<file path="config.mk">
export PLATFORM = sky130hd
export DESIGN_NAME = alu_arbiter
export DESIGN_NICKNAME = d
export VERILOG_FILES = /design/src/rtl/alu_arbiter.sv
export SDC_FILE = /design/constraint.sdc
export NUM_CORES = 1
export LEC_CHECK = 0
export ABC_AREA = 0
export BUFFER_PORTS_ARGS = -buffer_cell sky130_fd_sc_hd__clkbuf_2
export CAP_MARGIN = 5
export CORE_MARGIN = 1
export CORE_UTILIZATION = 51
export DETAILED_ROUTE_END_ITERATION = 6
export GPL_ROUTABILITY_DRIVEN = 0
export GPL_TIMING_DRIVEN = 0
export PLACE_DENSITY = 0.89
export SLEW_MARGIN = 20
export SYNTH_ARGS = -nofsm -noshare
export SYNTH_HDL_FRONTEND = slang
export SYNTH_SLANG_ARGS = --single-unit
</file>
<file path="constraint.sdc">
create_clock -name clk -period 2.5 [get_ports clk]
set_input_delay 0.25 -clock clk [delete_from_list [all_inputs] [get_ports clk]]
set_output_delay 0.25 -clock clk [all_outputs]
set_load 0.005 [all_outputs]
</file>
<file path="src/rtl/alu_arbiter.sv">
// alu_arbiter: round-robin share of one combinational alu between two requesters.
//   Ops arrive over req0/req1 valid/ready, operands are registered onto alu_a/alu_b/
//   alu_control, held ALU_LAT cycles, then alu_result is captured into rsp_result and
//   returned to the granted requester over rsp0/rsp1 valid/ready. busy = FSM not idle.
//   Define ALU_ARB_STATS_EN to add saturating per-requester grant counters
//   (grant_cnt0/grant_cnt1).
module alu_arbiter #(
  parameter int DATA_W  = 8,
  parameter int OP_W    = 3,
  parameter int RES_W   = 17,
  parameter int ALU_LAT = 1
) (
  input  logic              clk,
  input  logic              rst_n,
  input  logic              req0_valid,
  output logic              req0_ready,
  input  logic [DATA_W-1:0] req0_a,
  input  logic [DATA_W-1:0] req0_b,
  input  logic [OP_W-1:0]   req0_op,
  input  logic              req1_valid,
  output logic              req1_ready,
  input  logic [DATA_W-1:0] req1_a,
  input  logic [DATA_W-1:0] req1_b,
  input  logic [OP_W-1:0]   req1_op,
  output logic              rsp0_valid,
  input  logic              rsp0_ready,
  output logic              rsp1_valid,
  input  logic              rsp1_ready,
  output logic [RES_W-1:0]  rsp_result,
  output logic [DATA_W-1:0] alu_a,
  output logic [DATA_W-1:0] alu_b,
  output logic [OP_W-1:0]   alu_control,
  input  logic [RES_W-1:0]  alu_result,
`ifdef ALU_ARB_STATS_EN
  output logic [15:0]       grant_cnt0,
  output logic [15:0]       grant_cnt1,
`endif
  output logic              busy
);
  typedef enum logic [1:0] {IDLE, EXEC, RESP} state_t;
  state_t     state;
  logic       last_grant;
  logic       owner;
  logic [3:0] lat_cnt;
  logic       pick1;
  logic       xfer;
  // req1 wins when it is the only requester or when req0 was granted last
  assign pick1      = req1_valid && (!req0_valid || !last_grant);
  // ready is gated by rst_n so every output reads 0 while reset is held
  assign req0_ready = rst_n && state == IDLE && req0_valid && !pick1;
  assign req1_ready = rst_n && state == IDLE && pick1;
  assign xfer       = req0_ready || req1_ready;
  always_ff @(posedge clk or negedge rst_n) begin
    if (!rst_n) begin
      state       <= IDLE;
      last_grant  <= 1'b1;
      owner       <= 1'b0;
      lat_cnt     <= '0;
      alu_a       <= '0;
      alu_b       <= '0;
      alu_control <= '0;
      rsp_result  <= '0;
      rsp0_valid  <= 1'b0;
      rsp1_valid  <= 1'b0;
      busy        <= 1'b0;
`ifdef ALU_ARB_STATS_EN
      grant_cnt0  <= '0;
      grant_cnt1  <= '0;
`endif
    end else begin
      case (state)
        IDLE: if (xfer) begin
          alu_a       <= pick1 ? req1_a : req0_a;
          alu_b       <= pick1 ? req1_b : req0_b;
          alu_control <= pick1 ? req1_op : req0_op;
          owner       <= pick1;
          last_grant  <= pick1;
          lat_cnt     <= 4'(ALU_LAT - 1);
          busy        <= 1'b1;
          state       <= EXEC;
`ifdef ALU_ARB_STATS_EN
          if (!pick1 && grant_cnt0 != 16'hFFFF) grant_cnt0 <= grant_cnt0 + 16'd1;
          if (pick1 && grant_cnt1 != 16'hFFFF) grant_cnt1 <= grant_cnt1 + 16'd1;
`endif
        end
        EXEC: if (lat_cnt == 4'd0) begin
          rsp_result <= alu_result;
          rsp0_valid <= !owner;
          rsp1_valid <= owner;
          state      <= RESP;
        end else begin
          lat_cnt <= lat_cnt - 4'd1;
        end
        RESP: if ((rsp0_valid && rsp0_ready) || (rsp1_valid && rsp1_ready)) begin
          rsp0_valid <= 1'b0;
          rsp1_valid <= 1'b0;
          busy       <= 1'b0;
          state      <= IDLE;
        end
        default: state <= IDLE;
      endcase
    end
  end
endmodule
</file>
==> reports/results.txt, run 1 <==
The run gives 6 as the final hold violation count. The maximum number of pins on one net before global-route repair came out at 50. The clock net in this run drives a total of 47 sinks. The critical path goes through inv_1, ha_1, nand2b_1, nor3_2, buf_6, mux2_2. The pre-antenna-repair detailed-routing pass consisted of 4 iterations.

The via count is 1,637, and the clock-pin slew reported for the worst setup and hold paths after clock tree synthesis is 0.09 ns. The buffer and inverter count on the worst path is 2. Synthesized area per cell: 15.2 um^2. Data on the critical path is required at its endpoint by 2.68 ns. For the number of routed nets with antenna violations, the log shows 0. The longest clock path from root to sink contains 2 buffers.

The number of hold buffers added after CTS is 0. The tools report the number of nets in the layout as 326. Counting the fill cells in the layout gives 326. The worst path uses 71.0% of the clock period. TritonCTS built the clock tree. Summed over all cells, the static leakage comes to 1.57 nW. After the flow finishes, the layout carries non-filler instances totaling 316. The tools report the total instance count after detailed placement as 308. The die height is 70.0 um, and the final number of setup-violating endpoints is 0. The final HPWL from detailed placement is 3460 um, and the share of final-layout standard cells stronger than drive strength 1 is 64.4%. The number of antenna diodes in the final layout is 0.

The net count of the mapped netlist was 218. Yosys mapped a number of flops with a built-in enable equal to 0. Of all flip-flops after synthesis, the portion carrying an async set or reset was 100%. The post-synthesis instance area was 2360 um^2; the remaining routing DRC violations was 0. The tools report the clock skew after layout as 0.00638 ns.

The final hold slack was -0.00855 ns. For this design the ratio of total power to cell area is 1150 nW/um^2. STA classifies the critical path endpoint as a register. Leaving out fill and tap cells, the most frequent cells in the layout are 100 x sky130_fd_sc_hd__clkbuf_2, 46 x sky130_fd_sc_hd__dfrtp_1, 36 x sky130_fd_sc_hd__mux2_4. The synthesized netlist contains 38 unique library cells. The post-detailed-route wirelength per cell came out at 14.5 um. The count of input and output buffers is 101. Grouping stages by cell kind, the critical path spends the most delay in flip-flops.

The root buffer cell chosen for the clock tree is sky130_fd_sc_hd__clkbuf_8. The growth of design area from synthesis to finish was 29.9%; the transition time of the tightest slew-check pin was 0.641 ns. The number of design-rule violations left by the first detailed-router iteration is 66.

The run gives 24 as the number of rows in the core area. The post-layout utilization of the core is 69.4%. The tools report the post-route standard cell area excluding fillers as 3070 um^2.

The count of final max-slew check failures was 0. The primary flip-flop cell chosen by synthesis mapping is sky130_fd_sc_hd__dfrtp_1. At the worst endpoint, the arrival time is 1.96 ns.

The number of flip-flops and latches in the synthesized netlist came out at 47. The die outline area was 4900 um^2. The clock reaches the later pin of the worst-skew pair after 0.29 ns. After synthesis, the cell types taking the most area are sky130_fd_sc_hd__dfrtp_1 49%, sky130_fd_sc_hd__mux2_4 23%, sky130_fd_sc_hd__mux2_2 6.2%. The final-layout setup total negative slack is 0 ns.

The die span in x was 70.0 um. The worst setup path is launched from a register. For this design, the slowest cell found on the critical path is sky130_fd_sc_hd__dfrtp_1. Global routing used 18.9% of the available tracks across all layers. Starting utilization of the core area: 53.5%.

Via count of the first global-routing pass: 1,686. Setup repair after global routing left no endpoint under its margin. The H-tree was split into 2 levels. Post-CTS repair changed the size of 0 cells. The flow ran to the end, but the final reports show violations. The final reports fail on hold timing. The Yosys warning count was 0. The number of CTS-inserted buffers was 5. After detailed routing, the number of vias per cell comes to 5.18. In this run the worst hold path is classified as in -> async. The run gives 0.000571 V as the largest vdd supply drop. Of all nets on the critical path, the largest fanout is 10.

The area share of the leading cell type in the synthesized netlist was 48.8%; the top-level port count was 102. The number of antenna violations at the first check in global routing was 0; the total congestion overflow after global routing was 0. The critical path is of the reg -> reg type.

Static timing analysis puts the maximum clock frequency at 0.563 GHz. The core region is 4410 um^2. For the area after detailed placement, the log shows 2930 um^2. The max capacitance violation total is 0. The first global-routing pass estimated 7370 um of wire. Sequential cells were found to cover 49.9% of the synthesized design area.

After technology mapping, the gate count stands at 155. In this run the tightest slew margin relative to its limit is 57.3%. The shortest clock period the worst path allows after layout came out at 1.78 ns. sky130_fd_sc_hd__dfrtp_1 takes more of the synthesized area than any other cell. The tools report the buffers inserted during post-CTS setup optimization as 0. The tools report the aggregate routed wire length as 4570 um. In this design, the stage delay of the slowest critical-path cell is 0.41 ns. The most common library cell in the layout ignoring fill and taps is sky130_fd_sc_hd__clkbuf_2.
cell type report:
| class | instances | area [um^2] | share of cell area, % |
|---|---|---|---|
| multi-input cells | 98 | 1080 | 35.3 |
| inverters | 4 | 15.0 | 0.490 |
| flip-flops and latches | 47 | 1180 | 38.4 |
| clock buffers | 6 | 72.6 | 2.37 |
| clock inverters | 2 | 60.1 | 1.96 |
| plain buffers | 6 | 85.1 | 2.78 |
| well taps | 52 | 65.1 | 2.12 |
| repair buffers | 101 | 508 | 16.6 |
kinds of logic after synthesis:
family	count (synthesis)	synth area share (%)
AOI/OAI and AO/OA	19	6.31
adders and majority gates	2	1.06
buffers and inverters	10	4.24
DFF	47	49.9
muxes	55	32.0
and+or+nand+nor	22	6.52
flip-flops by register name (all words and copies together) (netlist names):
| signal | flops |
|---|---|
| rsp_result | 17 |
| alu_a | 8 |
| alu_b | 8 |
| lat_cnt | 4 |
| alu_control | 3 |
| state | 2 |
| busy | 1 |
| last_grant | 1 |
| owner | 1 |
| rsp0_valid | 1 |
| rsp1_valid | 1 |
metrics by stage:
stage | power, mW | setup WS [ns]
after floorplan | 2.35 | 0.930
after global placement | 2.84 | 0.110
after detailed placement | 2.92 | 0.447
after CTS | 3.57 | 0.690
after global routing | 3.76 | 0.567
final | 3.53 | 0.725
power breakdown:
| part | internal [mW] | total, mW | leakage [nW] | switching (mW) |
|---|---|---|---|---|
| Combinational | 0.913 | 1.49 | 0.945 | 0.580 |
| Sequential | 1.14 | 1.39 | 0.559 | 0.245 |
| Clock | 0.400 | 0.642 | 0.0654 | 0.242 |
final timing paths:
check                      slack [ns]  depth (start not counted)     startpoint        endpoint
min reg2reg                      0.49                          1           busy            busy
min in group clk                 0.18                          2  alu_result[6]   rsp_result[6]
min                            -0.009                          1          rst_n  rsp_result[15]
max reg2reg                      0.72                          6     lat_cnt[0]  rsp_result[11]
max                              0.72                          6     lat_cnt[0]  rsp_result[11]
max in group asynchronous        2.07                          1          rst_n        alu_b[6]
synth_stat cells, types with 2 or more instances:
cell type	number
sky130_fd_sc_hd__nand2_1	3
sky130_fd_sc_hd__a21o_1	3
sky130_fd_sc_hd__mux2_4	36
sky130_fd_sc_hd__o21ai_0	3
sky130_fd_sc_hd__nand4_1	2
sky130_fd_sc_hd__inv_1	4
sky130_fd_sc_hd__nand2b_1	2
sky130_fd_sc_hd__ha_1	2
sky130_fd_sc_hd__nor2_1	2
sky130_fd_sc_hd__mux2_1	6
sky130_fd_sc_hd__nor2b_1	2
sky130_fd_sc_hd__dfrtp_1	46
sky130_fd_sc_hd__mux2_2	13
sky130_fd_sc_hd__a21oi_1	3
sky130_fd_sc_hd__buf_6	4
sky130_fd_sc_hd__buf_12	2
metal layers:
layer  global-route usage [%]  vias up  wire length, um
met5                        0        -                0
met2                     34.8       69             2360
li1                         -      785                -
met4                     3.78        0               22
met1                     22.0      778             1930
met3                     5.05        5              258
(Power assumes the default switching activity.)
==> inputs of run 2 (changes only) <==
CORE_UTILIZATION = 43   (was 51)
PLACE_DENSITY = 0.8   (was 0.89)
clock period = 1.6 ns   (was 2.5 ns; I/O delays follow)
==> reports/results.txt, run 2 (synthesized netlist as in run 1, its figures left out) <==
Measured against its own limit, the worst slew margin works out to 75.2%. The number of filler instances in the final layout was 406; the global routing met2 resource utilization was 30.2%. The repair_antennas step left the layout with diodes totalling 0. The type of the worst setup path was reg -> reg. Counting I/O delays and the setup requirement, the final critical path takes 1.60 ns. STA classifies the critical path startpoint as a register.

The longest clock path from root to sink contains 2 buffers. The tools report the top-level port count as 102. The minimum setup slack in the final design was -0.00188 ns; the number of rows in the core area was 26.

The number of clock sinks is 47, and the count of input and output buffers is 101. Counting tap cells, the placed design contains a total of 326 instances. The run gives 5200 um^2 as the total core area. The first global-routing pass estimated 8040 um of wire. Setup repair after global routing could not meet its margin everywhere. Growth of design area from synthesis to finish: 39.9%.

Across all register-to-register paths, the minimum setup slack is -0.002 ns. The largest registers in the layout are rsp_result (17), alu_a (8), alu_b (8). Dividing the detail-routed wire length by the instance count gives 15.0 um. For this block, the initial DRC count from the detailed router was 28.

At the later pin of the worst-skew pair, clock insertion delay measures 0.29 ns. Power spread over the standard cell area amounts to 1780 nW/um^2. The maximum achievable frequency came out at 0.624 GHz. Leaving out fill and tap cells, the most frequent cell in the layout is sky130_fd_sc_hd__clkbuf_2. The critical-path maximum fanout came out at 7. The number of CTS-inserted buffers is 5, and the share of final-layout standard cells stronger than drive strength 1 is 71.4%.

The logs give 1 for the final number of setup-violating endpoints and 1.78 ns for the data arrival time of the critical path. The endpoint kind of the worst setup timing path was a register. The detail route stage leaves a number of antenna-violating nets equal to 0. The checks that failed: hold timing, setup timing. The count of final max-slew check failures was 0; the count of cells along the worst register-to-register path was 4. The die outline area came out at 5790 um^2. The tools report the overall routing resource usage as 17.5%. The tools report the root buffer cell as sky130_fd_sc_hd__clkbuf_8. From left edge to right edge, the die measures 76.1 um.

The run gives 4 as the total iterations of the first detailed-routing run. In the final design database the tool counted 342 nets. Data on the critical path is required at its endpoint by 1.78 ns. The final hold violation count came out at 46. Between clock sinks in the finished design, the worst skew comes to 0.00888 ns. Final HPWL from detailed placement: 3460 um.

The path category of the worst min-delay check was in -> async. Layer with the highest usage: met2. Using the TritonRoute via totals, the vias-per-cell ratio works out to 4.97.

Clock-pin slew was measured on the worst setup and hold paths at 0.08 ns. The initial utilization of the core area, before any placement, comes to 45.3%. The register with the most flip-flops in the layout has 17 of them. The logs give 1,779 for the via count of the first global-routing pass and 0 for the number of antenna violations at the first check in global routing.

In this run the critical register-to-register path is captured at alu_control[1]. The die height was 76.1 um; the aggregate routed wire length was 5260 um. The clock tree synthesis step divided the H-tree into 2 levels. Global routing used 20.5% of the available met1 tracks. TritonCTS built the clock tree. The run gives 350 as the non-filler instance count after layout. The tools report the start of the worst register-to-register path as state[0].

After detailed routing, the number of remaining DRC violations is 0. Final hold slack: -0.201 ns. Across the run, the number of max-cap violations was 0.

IR analysis of the VDD net gives a maximum drop of 0.000857 V. For the pin with the worst max-slew slack, the measured transition is 0.371 ns. The via count was 1,738; the met3 capacity usage during global routing was 5.63%. More flip-flops sit in one register than any other, and that register is rsp_result. The final critical path takes up 100% of the cycle. The total congestion overflow after global routing came out at 0. The run finished, with violations left. Entering global routing, the biggest net connects 50 pins. The standby leakage power came out at 1.70 nW.

The top cell types in the final layout, fill and taps aside, are 98 x sky130_fd_sc_hd__clkbuf_2, 52 x sky130_fd_sc_hd__mux2_4, 44 x sky130_fd_sc_hd__dfrtp_1.
==> run 2: cell count changes in the layout (fill, tap and decap cells not counted), sizes merged <==
cell    previous run  this run
bufinv             2         0
clkinv             0         1
buf                6        23
==> run 2: power breakdown <==
part	switching, mW	internal [mW]	total, mW	leakage (nW)
clock	0.361	0.307	0.668	0.0422
combinational	1.10	1.88	2.98	1.10
sequential	0.424	1.80	2.22	0.557
total	1.89	3.98	5.87	1.70
==> run 2: worst max-delay path by stage <==
stage	depth (start not counted)	end	start	slack [ns]
4_1_cts	4	req1_ready	last_grant	0.006
3_5_place_dp	5	alu_b[4]	rst_n	-0.37
5_1_grt	6	lat_cnt[2]	lat_cnt[1]	-0.08
2_1_floorplan	6	rsp_result[0]	lat_cnt[0]	0.03
3_3_place_gp	5	alu_control[1]	rst_n	-0.73
6_report	4	alu_control[1]	state[0]	-0.002
==> run 2: layout make-up <==
class | count | area [um^2] | share of cell area, %
plain buffers | 6 | 85.1 | 2.58
clock inverters | 1 | 5.00 | 0.152
clock buffers | 7 | 76.3 | 2.31
inverters | 4 | 15.0 | 0.455
flip-flops and latches | 47 | 1180 | 35.7
well taps | 70 | 87.6 | 2.65
multi-input cells | 98 | 1190 | 36.0
repair buffers | 117 | 662 | 20.1
==> run 2: what timing repair did <==
action	CTS	global route
pin swaps	2	3
endpoints found under the setup margin	38	39
hold endpoints to repair	46	46
cloned	1	1
resized for setup	10	25
buffers inserted	4	10
==> run 2: critical path, cell delays in order (launching register included) <==
cell                        delay [ns]
sky130_fd_sc_hd__dfrtp_2          0.47
sky130_fd_sc_hd__nor3b_4          0.30
sky130_fd_sc_hd__o21a_4           0.25
sky130_fd_sc_hd__clkbuf_16        0.17
sky130_fd_sc_hd__mux2_4           0.29
==> run 2: metal layers <==
layer	part of all wire (%)	vias to the layer above
met5	0	-
met4	2.3	0
met3	7.2	12
met2	50	85
met1	41	830
li1	-	811
==> run 2: stage by stage <==
stage,TNS (ns),setup WS [ns],power [mW],area [um^2],utilization [%]
floorplan,0,0.0295,3.68,2360,-
finish,-0.00188,-0.00188,5.87,3300,63.4
CTS,0,0.00596,5.43,3110,59.8
global placement,-18.57,-0.730,4.45,2950,56.7
global route,-1.12,-0.0807,6.24,3300,63.4
detailed placement,-8.82,-0.368,4.55,2960,56.8
